==> src/rtl/dxm_rosc_pkg.sv <==
// Shared types and defaults for the ring-oscillator select sequencer.
// State encoding, default phase lengths and select-width derivation.
package dxm_rosc_pkg;

    typedef enum logic [2:0] {
        ST_IDLE   = 3'd0,
        ST_GUARD  = 3'd1,
        ST_SETTLE = 3'd2,
        ST_SAMPLE = 3'd3,
        ST_DONE   = 3'd4
    } state_t;

    localparam int DEF_GUARD_CYCLES  = 2;
    localparam int DEF_SETTLE_CYCLES = 16;

    function automatic int sel_width(input int num_src);
        return (num_src <= 2) ? 1 : $clog2(num_src);
    endfunction

endpackage

==> src/rtl/dxm_dncnt.sv <==
// Loadable down-counter with zero flag; load wins over decrement, holds at zero.
// Latency: loaded value visible the cycle after i_load; no backpressure.
module dxm_dncnt #(
    parameter int W = 16
) (
    input  logic         clk,
    input  logic         rst_n,
    input  logic         i_load,
    input  logic [W-1:0] i_val,
    output logic         o_zero
);

    logic [W-1:0] r_cnt;

    always_ff @(posedge clk or negedge rst_n) begin
        if (!rst_n) begin
            r_cnt <= '0;
        end else if (i_load) begin
            r_cnt <= i_val;
        end else if (r_cnt != '0) begin
            r_cnt <= r_cnt - W'(1);
        end
    end

    assign o_zero = (r_cnt == '0);

endmodule

==> src/rtl/dxm_rosc_sel_ctrl.sv <==
// TRNG oscillator select sequencer: IDLE -> GUARD -> SETTLE -> [SAMPLE] -> DONE.
// All outputs registered (1-cycle request-to-ack); abort returns to IDLE next cycle.
module dxm_rosc_sel_ctrl
    import dxm_rosc_pkg::*;
#(
    parameter int NUM_SRC       = 4,
    parameter int SEL_W         = sel_width(NUM_SRC),
    parameter int CNT_W         = 16,
    parameter int GUARD_CYCLES  = DEF_GUARD_CYCLES,
    parameter int SETTLE_CYCLES = DEF_SETTLE_CYCLES
) (
    input  logic             clk,
    input  logic             rst_n,
    input  logic             start_req,
    input  logic [SEL_W-1:0] src_req,
    input  logic [CNT_W-1:0] sample_len,
    input  logic             abort,
    output logic             start_ack,
    output logic             start_err,
    output logic             busy,
    output logic [SEL_W-1:0] mux_sel,
    output logic             rosc_en,
    output logic             sample_en,
    output logic             done,
    output logic             aborted
);

    localparam logic [SEL_W:0] LP_NUM_SRC = (SEL_W+1)'(NUM_SRC);

    state_t           r_state;
    state_t           w_nxt;
    logic [CNT_W-1:0] r_len;
    logic [SEL_W-1:0] r_sel;
    logic             r_ack, r_err, r_busy, r_rosc, r_samp, r_done, r_abt;
    logic             w_acc, w_rej, w_abt;
    logic             w_load, w_zero;
    logic [CNT_W-1:0] w_load_val;

    always_comb begin
        w_nxt = r_state;
        w_acc = 1'b0;
        w_rej = 1'b0;
        w_abt = 1'b0;
        unique case (r_state)
            ST_IDLE: begin
                if (start_req) begin
                    if ({1'b0, src_req} < LP_NUM_SRC) begin
                        w_acc = 1'b1;
                        w_nxt = ST_GUARD;
                    end else begin
                        w_rej = 1'b1;
                    end
                end
            end
            ST_GUARD: begin
                if (abort) begin
                    w_abt = 1'b1;
                    w_nxt = ST_IDLE;
                end else if (w_zero) begin
                    w_nxt = ST_SETTLE;
                end
            end
            ST_SETTLE: begin
                if (abort) begin
                    w_abt = 1'b1;
                    w_nxt = ST_IDLE;
                end else if (w_zero) begin
                    w_nxt = (r_len != '0) ? ST_SAMPLE : ST_DONE;
                end
            end
            ST_SAMPLE: begin
                if (abort) begin
                    w_abt = 1'b1;
                    w_nxt = ST_IDLE;
                end else if (w_zero) begin
                    w_nxt = ST_DONE;
                end
            end
            ST_DONE:  w_nxt = ST_IDLE;
            default:  w_nxt = ST_IDLE;
        endcase
    end

    // Counter is reloaded with (phase length - 1) on every state entry.
    always_comb begin
        w_load     = (w_nxt != r_state);
        w_load_val = '0;
        case (w_nxt)
            ST_GUARD:  w_load_val = CNT_W'(GUARD_CYCLES - 1);
            ST_SETTLE: w_load_val = CNT_W'(SETTLE_CYCLES - 1);
            ST_SAMPLE: w_load_val = r_len - CNT_W'(1);
            default:   w_load_val = '0;
        endcase
    end

    dxm_dncnt #(
        .W (CNT_W)
    ) u_dncnt (
        .clk    (clk),
        .rst_n  (rst_n),
        .i_load (w_load),
        .i_val  (w_load_val),
        .o_zero (w_zero)
    );

    always_ff @(posedge clk or negedge rst_n) begin
        if (!rst_n) begin
            r_state <= ST_IDLE;
            r_len   <= '0;
            r_sel   <= '0;
            r_ack   <= 1'b0;
            r_err   <= 1'b0;
            r_busy  <= 1'b0;
            r_rosc  <= 1'b0;
            r_samp  <= 1'b0;
            r_done  <= 1'b0;
            r_abt   <= 1'b0;
        end else begin
            r_state <= w_nxt;
            if (w_acc) begin
                r_sel <= src_req;
                r_len <= sample_len;
            end
            r_ack  <= w_acc;
            r_err  <= w_rej;
            r_abt  <= w_abt;
            r_busy <= (w_nxt != ST_IDLE);
            r_rosc <= (w_nxt == ST_SETTLE) || (w_nxt == ST_SAMPLE);
            r_samp <= (w_nxt == ST_SAMPLE);
            r_done <= (w_nxt == ST_DONE);
        end
    end

    assign start_ack = r_ack;
    assign start_err = r_err;
    assign busy      = r_busy;
    assign mux_sel   = r_sel;
    assign rosc_en   = r_rosc;
    assign sample_en = r_samp;
    assign done      = r_done;
    assign aborted   = r_abt;

endmodule

==> config.mk <==
export PLATFORM = sky130hd
export DESIGN_NAME = dxm_rosc_sel_ctrl
export DESIGN_NICKNAME = d
export VERILOG_FILES = /design/src/rtl/dxm_rosc_pkg.sv /design/src/rtl/dxm_dncnt.sv /design/src/rtl/dxm_rosc_sel_ctrl.sv
export SDC_FILE = /design/constraint.sdc
export NUM_CORES = 1
export LEC_CHECK = 0
export CAP_MARGIN = 20
export CORE_MARGIN = 2
export CORE_UTILIZATION = 57
export DETAILED_ROUTE_END_ITERATION = 10
export DONT_BUFFER_PORTS = 1
export PLACE_DENSITY = 0.75
export SETUP_SLACK_MARGIN = 0.15
export SLEW_MARGIN = 40
export SYNTH_ARGS = -nofsm -noshare
export SYNTH_HDL_FRONTEND = slang
export SYNTH_SLANG_ARGS = --single-unit
==> constraint.sdc <==
create_clock -name clk -period 2.4 [get_ports clk]
set_input_delay 0.12 -clock clk [delete_from_list [all_inputs] [get_ports clk]]
set_output_delay 0.12 -clock clk [all_outputs]
set_load 0.02 [all_outputs]
## Word-level counts from Yosys, hierarchy flattened

Cells that the tools add are included.

- Bits in registers: 43
- Input bits: 22
- Output and inout bits: 9
- Word-level logic and storage cells: 44

- Add/sub/neg operators: 2
- Eq/ne operators: 8
- Mux-type cells: 16
- Reductions and logical operators: 8

Operators by type and width:

| operator | count |
|---|---|
| 16-bit case mux with 3 select lines | 1 |
| 16-bit 2-to-1 mux | 2 |
| 16-bit nonzero test | 2 |
| 16-bit by 1-bit subtractor with 16-bit output, second input constant | 2 |
| 3-bit 2-to-1 mux | 8 |
| 16-bit zero test | 1 |
| 3-bit by 2-bit equality test with 1-bit output, second input constant | 4 |
| 3-bit case mux with 4 select lines | 1 |
| 3-bit by 1-bit equality test with 1-bit output, second input constant | 2 |
| 1-bit 2-to-1 mux | 4 |
| 3-bit equality test, second input constant | 1 |
| 3-bit zero test | 1 |
| 3-bit != test | 1 |
| 3-bit nonzero test | 1 |
| 3-bit OR reduction | 1 |
| 2-bit nonzero test | 1 |
| 1-bit logical OR | 1 |

## Logic depth before layout (Yosys ltp)

Gate-level depths: netlist of run 1.

- Depth in word-level cells: 8
- Depth in mapped cells: 9
- Gate-level depth less buffers: 8

## Cells and area by module

A second synthesis of run 1 with hierarchy kept.

- Cells, all modules: 255
- Area total of the unflattened synthesis: 2560.0 um^2

Modules (own cells, without submodules):

| module | instances | cells each | area each (um^2) | seq. area each (um^2) |
|---|---|---|---|---|
| dxm_rosc_sel_ctrl | 1 | 151 | 1554.0 | 675.6 |
| dxm_dncnt | 1 | 104 | 1006.0 | 400.4 |

## Worst setup path after synthesis of run 1

No wires, ideal clock.

- Path type: flip-flop to flip-flop
- Start point: register u_dncnt.r_cnt[0]
- End point: register r_busy, in the netlist busy
- Setup time: 0.131 ns
- Data arrival time: 2.142 ns
- Data required time: 2.269 ns
- Setup slack: 0.126 ns
- Cell stages (with the launch flop): 10
- Buffers on the path: 1
- Period minus slack after synthesis: 2.274 ns
- Cell sequence: dfrtp_1 > inv_1 > ha_1 > nor3b_2 > nand4_1 > clkbuf_1 > and2_1 > o21bai_1 > a21o_1 > or3_1

- Longest elaborated chain between the ends: 5
- Elaborated cells between the ends (all ways): 9
- Classes of those cells: 7 x mux; 2 x reduce/logical

RTL lines:

| item | RTL line | source |
|---|---|---|
| start: declaration | dxm_dncnt.sv:13 | `logic [W-1:0] r_cnt;` |
| start signal: assignment | dxm_dncnt.sv:19 | `r_cnt <= i_val;` |
| start signal: assignment | dxm_dncnt.sv:21 | `r_cnt <= r_cnt - W'(1);` |
| 16-bit zero test (*) | dxm_dncnt.sv:25 | `assign o_zero = (r_cnt == '0);` |
| 3-bit 2-to-1 mux (on tied branches) | dxm_rosc_sel_ctrl.sv:75, dxm_rosc_sel_ctrl.sv:59, dxm_rosc_sel_ctrl.sv:67 |  |
| 3-bit 2-to-1 mux (on tied branches) | dxm_rosc_sel_ctrl.sv:72, dxm_rosc_sel_ctrl.sv:56, dxm_rosc_sel_ctrl.sv:64 |  |
| 3-bit case mux with 4 select lines (*) | dxm_rosc_sel_ctrl.sv:44 | `unique case (r_state)` |
| named net w_nxt[0] | dxm_rosc_sel_ctrl.sv:31 | `state_t w_nxt;` |
| 3-bit nonzero test (*) | dxm_rosc_sel_ctrl.sv:127 | `r_busy <= (w_nxt != ST_IDLE);` |
| end signal: assignment | dxm_rosc_sel_ctrl.sv:127 |  |
| end: declaration | dxm_rosc_sel_ctrl.sv:34 | `logic r_ack, r_err, r_busy, r_rosc, r_samp, r_done, r_abt;` |

The timed path passes the listed nets; every way through them passes the cells marked *.
A chain may end at the register's enable or synchronous reset.

## Worst setup path in the final report of run 1

- Start point: register r_len[1]
- End point: register r_busy, in the netlist busy

- Longest elaborated chain between the ends: 6

RTL lines:

| item | RTL line | source |
|---|---|---|
| start: declaration | dxm_rosc_sel_ctrl.sv:32 | `logic [CNT_W-1:0] r_len;` |
| start signal: assignment | dxm_rosc_sel_ctrl.sv:122 | `r_len <= sample_len;` |
| 16-bit nonzero test | dxm_rosc_sel_ctrl.sv:68 | `w_nxt = (r_len != '0) ? ST_SAMPLE : ST_DONE;` |
| 3-bit 2-to-1 mux | dxm_rosc_sel_ctrl.sv:68 |  |
| 3-bit 2-to-1 mux | dxm_rosc_sel_ctrl.sv:67 | `end else if (w_zero) begin` |
| 3-bit 2-to-1 mux | dxm_rosc_sel_ctrl.sv:64 | `if (abort) begin` |
| 3-bit case mux with 4 select lines | dxm_rosc_sel_ctrl.sv:44 |  |
| named net w_nxt[2] | dxm_rosc_sel_ctrl.sv:31 |  |
| 3-bit nonzero test | dxm_rosc_sel_ctrl.sv:127 |  |

The timed path passes the listed nets, and every way through them passes these cells.

==> results.ini, run 1 <==
[outcome]
outcome=finished with violations
violations=setup timing

[setup_path]
cp-end-kind=register
critPathMaxStageDelay_ns=0.44
cp_max_fo=3
critical_path_class=register to register
critPathRequiredTime_ns=2.65
cp_top_family=simple AND/OR/NAND/NOR gates
start_kind=register
critPathArrivalTime_ns=2.70
crit_chain=inv_1 > ha_2 > nor3b_4 > nand4b_1 > o21bai_4 > buf_6 > buf_4 > nor3b_1 > or3_1
path_buf_inv=3
slowest_stage=nor3b_1

[placement]
dpl.hpwl_mm=3.464
finalWeightedCongestion=0.9167
dpl_cell_area_um2=2532
dp_cells=286
io_buffers=0

[floorplan]
placementRows=23
start_util=0.5879
ios=31
core_area_um2=3971
die_x_um=68
dieArea_um2=4624
chipHeight_um=68

[drt]
vias_per_cell=6.662
drc=0
drtIter0Drc=215
via_count=2225
wirelength_mm=7.546
antenna_left=0
drt_first_pass_iters=5
wl_per_cell_um=22.59

[clocking]
clk_pin_slew_ns=0.09
cts-root-buf=clkbuf_8
clock-sinks=43
clk_path_buf_depth=2
cts_tree=yes
htree_levels=2
numCtsBuffers=5
clk_latency_ns=0.31

[sta]
worst_slew_pin_slew_ns=0.4946
slew_viol_final=0
fmax_mhz=409.0
fin_crit_ns=2.445
hold_viol=0
final.setup_skew_ns=0.01947
period_share=1.019
setup_viol=5
whs_ns=0.2212
rsz0062_at_grt=true
slew_headroom=0.6672
setup_ws_ns=-0.04491

[global_route]
grt_pass1_wl_mm=10.14
antenna_found_initial=0
grt_pass1_vias=2041
grt_overflow_total=0
grt_max_degree=44
track_usage=0.3008

[synth]
ys_warn_count=0
synth_area_leader_cell=dfrtp_1
syn-cell-area_um2=2335
synth_cell_types=48
netlist_instances=228
synth-edff-count=0
ys_ff_latch=43
synthArstFlopShare=1.000
ys.flop_type=dfrtp_1
netlist.area_leader.share=0.4609
syn_nets=252
syn_avg_cell_area_um2=10.24
synthTopCellsByArea=dfrtp_1 46%, mux2_2 7.7%, xor2_1 5.3%, o31ai_1 4.5%, xnor2_1 3.8%
yosysSeqAreaShare=0.4609

[final_layout]
nets=308
final_cells=334
final_area_um2=3108
insertedDiodeCount=0
final_layout_size_suffix_gt1_frac=0.3063
area_growth_pct=33.12

[power]
pwr_density_cell_nw_per_um2=1414
p_leak_nw=1.354
vdd_drop_max_mv=0.9048

[hold_path]
min_path_type=input port to register

[job]
cap_violations=0

## cells in the mapped netlist, types with 2 or more instances
master,n
nand2_1,18
o41ai_1,2
mux2_2,16
o31a_1,2
o21bai_1,2
nand3_1,15
xnor2_1,10
nor3_1,9
o211ai_1,2
o31ai_1,14
dfrtp_1,43
xor2_1,14
nor4_1,6
a21oi_1,4
or3_1,2
nor3b_1,4
buf_2,3
a21o_1,3
nor2_1,11
o21ai_0,6
clkbuf_1,8
ha_1,2
inv_1,7
## worst register-to-register path, delay by kind of cell, from the launching register on
| kind | cells | cell delay [ns] |
|---|---|---|
| flip-flops | 1 | 0.41 |
| adder cells (fa/ha/maj) | 1 | 0.23 |
| buffers and inverters | 3 | 0.38 |
| AO/OA/AOI/OAI | 1 | 0.23 |
| AND/OR/NAND/NOR | 4 | 1.15 |
## stage by stage
step | setup WS, ns | TNS, ns | power, mW | utilization
global route | -0.2054 | -1.661 | 4.583 | 0.7826
finish | -0.04491 | -0.08831 | 4.396 | 0.7826
floorplan | 0.1533 | 0 | 2.563 | -
CTS | 0.08455 | 0 | 3.864 | 0.7461
global placement | 0.07448 | 0 | 3.060 | 0.6377
detailed placement | -0.0001332 | -0.0001332 | 3.113 | 0.6377
## cell type report
| cell class | instances | area, um2 |
|---|---|---|
| timing repair buffer | 61 | 536.8 |
| multi-input combinational | 166 | 1300 |
| fill | 198 | 863.3 |
| clock inverter | 2 | 37.54 |
| inverter | 7 | 26.28 |
| clock buffer | 5 | 68.82 |
| sequential | 43 | 1076 |
| tap | 50 | 62.56 |
## state kept, by name, summed over array words and instances, names as in the netlist
name / count
sample_en: 1
r_len: 16
rosc_en: 1
mux_sel: 2
r_state: 3
u_dncnt.r_cnt: 16
start_ack: 1
busy: 1
done: 1
aborted: 1
## where the power goes
part	total [mW]	internal, mW	switching (mW)
Combinational	2.40	1.15	1.25
Sequential	1.42	1.00	0.422
Clock	0.568	0.305	0.263
## layer usage
| layer | share of wire | global-route usage |
|---|---|---|
| met5 | 0 | 0 |
| met4 | 0.068 | 0.1025 |
| met3 | 0.088 | 0.05263 |
| met2 | 0.48 | 0.5146 |
| met1 | 0.37 | 0.3849 |
## repair_timing
item	in CTS	in global routing
pin swaps	7	9
setup buffers	10	9
gates cloned	1	0
setup endpoints to repair	17	18
endpoints found under the hold margin	62	0
hold buffers	21	0
gates resized for setup	7	18
## final timing paths
kind	startpoint	end	slack, ns	cells past startpoint
max in group asynchronous	rst_n	u_dncnt.r_cnt[10]	1.89	2
setup / recovery	r_len[1]	busy	-0.04	9
hold reg to reg	r_len[13]	r_len[13]	0.59	1
hold / removal	start_req	start_ack	0.22	2
setup reg to reg	r_len[1]	busy	-0.04	9
min in group asynchronous	rst_n	r_len[9]	0.29	2
## kinds of logic (layout without fill, tap and decap cells)
logic type               count (synthesis)  after routing  synth area share
other                                    1              1          0.001606
multiplexers                            16             16           0.07717
flip-flops                              43             43            0.4609
XOR/XNOR                                24             24           0.09003
buffers and inverters                   19             75           0.03376
AO/OA/AOI/OAI                           44             44            0.1388
AND/OR/NAND/NOR                         79             79            0.1870
adder cells (fa/ha/maj)                  2              2           0.01072
## placed cells by master (no fill, tap or decap), drive strengths merged, types with 3 or more instances in the layout
cell and count:
dfrtp 43, buf 41, dlygate4sd3 20, nand2 18
mux2 16, nand3 15, xor2 14, o31ai 14
nor2 11, xnor2 10, nor3 9, inv 7
nor4 7, o21ai 7, clkbuf 5, nor3b 5
a21oi 4, a21o 3, o21bai 3, or3 3
Note: power is estimated with default switching activity, not from simulation.
==> inputs of run 2 (changes only) <==
Settings changed: SYNTH_HIERARCHICAL from default to 1.
==> run 2 against run 1 <==
Effect of this change:
- the flow now finishes without violations
- non-clock buffer count fell by 2
- register-to-register slack improved by 0.07 ns
- clock skew decreased by 0.015 ns
- critical path depth is 2 lower
- total power down 20%
- routed wire length down 18%
- global-route usage down 4.9 points
- cell area up 5.1%
- first-iteration DRC count fell by 21%
- highest routed layer unchanged
==> results.ini, run 2 <==
[outcome]
outcome=finished clean

[sta]
final.setup_skew_ns=0.004385
slew_viol_final=0
period_share=0.9896
rsz0062_at_grt=true
hold_viol=0
setup_viol=0
fin_crit_ns=2.375
whs_ns=0.07409
fmax_mhz=421.0

[floorplan]
chipHeight_um=71.02
die_x_um=71.02
ios=31
dieArea_um2=5043
core_area_um2=4354
placementRows=24
start_util=0.5879

[synth]
synth_area_leader_cell=dfrtp_1
synth-edff-count=0
yosysSeqAreaShare=0.4203
ys_ff_latch=43
netlist_instances=255
netlist.area_leader.share=0.4203
synth_commonest_cells=43 x dfrtp_1, 21 x nand2_1, 16 x mux2_2, 15 x nor2_1, 14 x xnor2_1
syn_nets=280
syn_avg_cell_area_um2=10.04
ys_warn_count=6
yosys.cell_count.top_type=dfrtp_1
synthTopCellsByArea=dfrtp_1 42%, mux2_2 7.0%, xnor2_1 4.8%, nand2_1 3.1%, nand2b_1 2.9%
synthArstFlopShare=1.000
syn-cell-area_um2=2560
ys.flop_type=dfrtp_1
synth_cell_types=59

[final_layout]
insertedDiodeCount=0
multi_input_area_um2=1479
fin_util=0.7503
final_area_um2=3267
final_cell_mix=43 x dfrtp_1, 35 x buf_4, 20 x nand2_1, 20 x dlygate4sd3_1, 16 x mux2_2
area_growth_pct=27.61
nets=333
reg.largest.list=r_len (16), u_dncnt/r_cnt (16), r_state (3)
final_layout_size_suffix_gt1_frac=0.3409
layout_commonest_cell=dfrtp_1
regArea_um2=1076
n_fill_cell=249
final_cells=360

[drt]
wirelength_mm=6.204
wl_per_cell_um=17.23
antenna_left=0
drtIter0Drc=170
via_count=2137
drc=0
drt_first_pass_iters=4
vias_per_cell=5.936

[setup_path]
critical_path_class=register to register
cp-end-kind=register
slowest_stage=or4_4
cp_max_fo=8
critPathArrivalTime_ns=2.55
critPathRequiredTime_ns=2.57
start_kind=register
crit_chain=or4_4 > and4bb_4 > nor2_1 > o211ai_1 > buf_4 > nor2b_1 > a221o_1
critPathMaxStageDelay_ns=0.56

[global_route]
track_usage=0.2520
antenna_found_initial=0
grt_pass1_wl_mm=10.12
grt_pass1_vias=2077
grt_max_degree=44
grt_overflow_total=0

[placement]
finalWeightedCongestion=0.9130
dpl.hpwl_mm=3.829
dp_cells=317
dpl_cell_area_um2=2739
io_buffers=0

[clocking]
cts-root-buf=clkbuf_8
htree_levels=2
numCtsBuffers=5
clk_latency_ns=0.29
cts_tree=yes
clk_path_buf_depth=2
clk_pin_slew_ns=0.08
clock-sinks=43

[power]
p_total_mw=3.495
pwr_density_cell_nw_per_um2=1070
p_leak_nw=1.400
vdd_drop_max_mv=0.6474

[hold_path]
min_path_type=input port to register

[job]
cap_violations=0

==> run 2: changes by cell type after synthesis, sizes merged, moves of 4 or more <==
cell / change
xor2: -8
nand3: -8
o31ai: -12
xnor2: +4
buf: +5
clkbuf: -4
nand2b: +12
o211a: +7
a21oi: +6
nor2: +13
o21ai: +4
nor2b: +4
==> run 2: final timing paths <==
path | slack (ns) | start | cells after the start | endpoint
worst max register to register | 0.02 | r_len[8] | 7 | u_dncnt/r_cnt[14]
worst min-delay path | 0.07 | abort | 3 | busy
worst min register to register | 0.56 | r_len[15] | 1 | r_len[15]
min in group asynchronous | 0.29 | rst_n | 2 | busy
max in group asynchronous | 1.91 | rst_n | 2 | r_len[7]
worst max-delay path | 0.02 | r_len[8] | 7 | u_dncnt/r_cnt[14]
==> run 2: power breakdown <==
group | total (mW) | internal [mW] | switching (mW)
clock | 0.461 | 0.226 | 0.235
sequential | 1.26 | 0.961 | 0.298
combinational | 1.77 | 0.897 | 0.877
==> run 2: critical path, delay by kind of cell, from the launching register on <==
kind	cells	cell delay, ns
AOI/OAI and AO/OA	2	0.57
DFF	1	0.41
buffers and inverters	1	0.23
and+or+nand+nor	4	1.05
==> run 2: cell families after synthesis <==
kind of cell,after synthesis,share of synthesized area
compound gates,44,0.1285
flops,43,0.4203
simple gates,105,0.2483
other cells,1,0.001465
xor+xnor,20,0.06843
buf+inv,22,0.04399
fa+ha+maj,3,0.01466
mux,17,0.07429
==> run 2: routing by layer <==
layer,vias up,part of all wire,global-route usage
met1,1026,0.43,0.3324
met2,87,0.49,0.4320
li1,1001,-,-
met4,0,0.029,0.06709
met3,23,0.050,0.04274
met5,-,0,0
==> run 2: metrics by stage <==
step / setup WS, ns / setup TNS, ns
after detailed placement: 0.06387 / 0
final: 0.02489 / 0
after floorplan: -0.07371 / -0.3560
after global routing: -0.06079 / -0.4279
after global placement: 0.1014 / 0
after CTS: 0.1458 / 0
==> run 2: final cells by class <==
cell class	count	area share
clock inverters	1	0.001532
inverters	9	0.01034
flip-flops and latches	43	0.3294
repair buffers	59	0.1609
clock buffers	6	0.02528
multi-input cells	190	0.4527
well taps	52	0.01992
==> run 2: repair_timing <==
action / CTS / global route
pin swaps: 4 / 11
setup endpoints to repair: 12 / 16
hold buffers: 21 / 0
buffers inserted: 9 / 6
resized for setup: 1 / 21
endpoints found under the hold margin: 62 / 0
==> inputs of run 3 (changes only) <==
Settings changed: ABC_AREA from default to 1.
==> run 3 against run 2 <==
Effect of this change:
- the flow now finishes with violations (setup timing)
- global-route usage hardly changed
- sequential share of layout area decreased by 3.0 points
- critical path type unchanged
- final cell count increased by 40%
- clock skew up 0.0014 ns
- first-iteration DRC count fell by 55%
- total power grew 30%
- core utilization up 1.0 points
- maximum frequency fell by 4.4%
- largest cell class unchanged
- cell area rose by 9.9%
- hold slack got worse by 0.020 ns
==> results.ini, run 3 <==
[setup_path]
regToRegSetupSlack_ns=-0.08
start_kind=register
cp_max_fo=5
critical_path_class=register to register
rr_startpoint=u_dncnt/r_cnt[1]
critPathArrivalTime_ns=2.66
critPathRequiredTime_ns=2.58
cp-end-kind=register
rr_worst_depth=19
r2r_end=u_dncnt/r_cnt[8]
crit_start=u_dncnt/r_cnt[1]

[floorplan]
die_x_um=73.94
ios=31
dieArea_um2=5466
chipHeight_um=73.94
core_area_um2=4723
placementRows=25
start_util=0.5902

[clocking]
numCtsBuffers=5
cts_tree=yes
cts-root-buf=clkbuf_8
clock-sinks=43
clk_latency_ns=0.29
clk_path_buf_depth=2
clk_pin_slew_ns=0.08
htree_levels=2

[synth]
synth_commonest_cells=135 x nand2_1, 48 x nor2_1, 43 x dfrtp_1, 40 x inv_1, 18 x nand3_1
synthTopCellsByArea=dfrtp_1 39%, nand2_1 18%, nor2_1 6.5%, inv_1 5.4%, nand3_1 3.2%
netlist.area_leader.share=0.3860
yosysSeqAreaShare=0.3860
syn_avg_cell_area_um2=7.203
synth-edff-count=0
ys_ff_latch=43
syn-cell-area_um2=2788
synth_area_leader_cell=dfrtp_1
syn_nets=412
yosys.cell_count.top_type=nand2_1
ys_warn_count=6
synthArstFlopShare=1.000
ys.flop_type=dfrtp_1
synth_cell_types=34
netlist_instances=387

[final_layout]
final_cell_mix=125 x nand2_1, 44 x nor2_1, 43 x dfrtp_1
n_fill_cell=347
area_growth_pct=28.81
layout_commonest_cell=nand2_1
reg.largest.list=r_len (16), u_dncnt/r_cnt (16), r_state (3)
insertedDiodeCount=0
final_layout_size_suffix_gt1_frac=0.2694
nets=463

[sta]
fin_crit_ns=2.484
hold_viol=0
setup_ws_ns=-0.08440
fmax_mhz=402.5
slew_headroom=0.6101
whs_ns=0.05386
setup_viol=9
final.setup_skew_ns=0.005787
worst_slew_pin_slew_ns=0.5842
slew_viol_final=0
period_share=1.035
rsz0062_at_grt=true

[drt]
vias_per_cell=5.008
wirelength_mm=6.662
antenna_left=0
via_count=2529
wl_per_cell_um=13.19
drc=0
drtIter0Drc=76
drt_first_pass_iters=5

[global_route]
antenna_found_initial=0
grt_overflow_total=0
grt_pass1_wl_mm=10.47
grt_pass1_vias=2372
track_usage=0.2519
grt_max_degree=44

[placement]
io_buffers=0
dpl.hpwl_mm=4.486
finalWeightedCongestion=1.023

[power]
p_clk_frac=0.099
vdd_drop_max_mv=0.7502
pwr_density_cell_nw_per_um2=1265
p_leak_nw=1.809
p_switching_mw=2.154
intPower_mw=2.388
p_total_mw=4.542
pwr-share-comb=0.610
p_seq_frac=0.291
switching_share=0.4742

[hold_path]
whs_path_depth=3
hold_start=abort
min_path_type=input port to register
whs_endpoint=sample_en

[outcome]
violations=setup timing
outcome=finished with violations

[job]
cap_violations=0

run 3: changes by cell type in the layout (fill, tap and decap cells not counted), sizes merged, moves of 7 or more:
cell and delta:
nand2 +126, nor2 +41, inv +32, mux2 -16, nand3 +16, nand2b -12
buf -9, xnor2 -8, o211a -7
run 3: through the flow:
step / cells / util / setup WS, ns / instance area [um2] / setup TNS [ns]
floorplan: 387 / - / 0.0002807 / 2861 / 0
global placement: 461 / 0.6334 / 0.04640 / 2992 / 0
detailed placement: 461 / 0.6334 / -0.04553 / 2992 / -0.1404
CTS: 498 / 0.7168 / 0.1095 / 3386 / 0
global route: 505 / 0.7603 / -0.2360 / 3591 / -2.848
finish: 505 / 0.7603 / -0.08440 / 3591 / -0.4581
run 3: worst max-delay path, cell delays in order, from the launching register on:
cell	delay (ns)
dfrtp_1	0.39
inv_2	0.09
ha_4	0.15
nand2_4	0.06
nor2_4	0.10
nand3_2	0.10
nor3_4	0.18
inv_2	0.08
nor2_4	0.12
nand2_2	0.09
nand2_2	0.08
nand2_2	0.06
nand2_1	0.06
nand2_1	0.06
nor2_2	0.14
nand3_4	0.17
clkbuf_16	0.21
nand2_2	0.05
inv_2	0.03
o21bai_4	0.14
run 3: cell type report:
type	instances	area, um2	area share
Clock buffer	6	82.58	0.02300
Clock inverter	1	5.005	0.001394
Tap cell	67	83.83	0.02334
Inverter	41	161.4	0.04495
Sequential cell	43	1076	0.2997
Timing Repair Buffer	52	504.2	0.1404
Multi-Input combinational cell	295	1678	0.4672
run 3: logic make-up after synthesis:
group                      Yosys count  synth area share
xor gates and xnor gates            16           0.05027
and+or+nand+nor                    250            0.4188
DFF                                 43            0.3860
adders and majority gates            3           0.01347
other                                1          0.001345
AOI/OAI and AO/OA                   25           0.05566
buffers and inverters               49           0.07450
run 3: how the worst max path moves through the flow:
stage,endpoint,slack [ns],cells past startpoint
5_1_grt,u_dncnt/r_cnt[1],-0.24,19
3_5_place_dp,u_dncnt/r_cnt[0],-0.05,19
4_1_cts,u_dncnt/r_cnt[7],0.11,19
6_report,u_dncnt/r_cnt[8],-0.08,19
2_1_floorplan,u_dncnt/r_cnt[3],0.0003,20
3_3_place_gp,u_dncnt/r_cnt[5],0.05,19
run 3: layer usage:
layer | track usage | vias up | wire length (um)
met3 | 0.04743 | 15 | 292
li1 | - | 1289 | -
met2 | 0.4315 | 70 | 3434
met1 | 0.3160 | 1155 | 2769
met4 | 0.09899 | 0 | 165
met5 | 0 | - | 0
run 3: repair_timing:
| action | CTS | global route |
|---|---|---|
| pin swaps | 2 | 12 |
| gates resized for setup | 10 | 38 |
| endpoints found under the hold margin | 62 | 0 |
| setup endpoints to repair | 16 | 16 |
| hold buffers | 21 | 0 |
| cloned | 0 | 2 |
| setup buffers | 9 | 5 |
run 3: power groups by stage:
stage / clock, mW / sequential [mW] / combinational, mW
floorplan: 0 / 1.26 / 1.75
global placement: 0 / 1.31 / 2.10
detailed placement: 0 / 1.32 / 2.15
CTS: 0.468 / 1.31 / 2.34
global route: 0.497 / 1.35 / 3.06
finish: 0.452 / 1.32 / 2.77
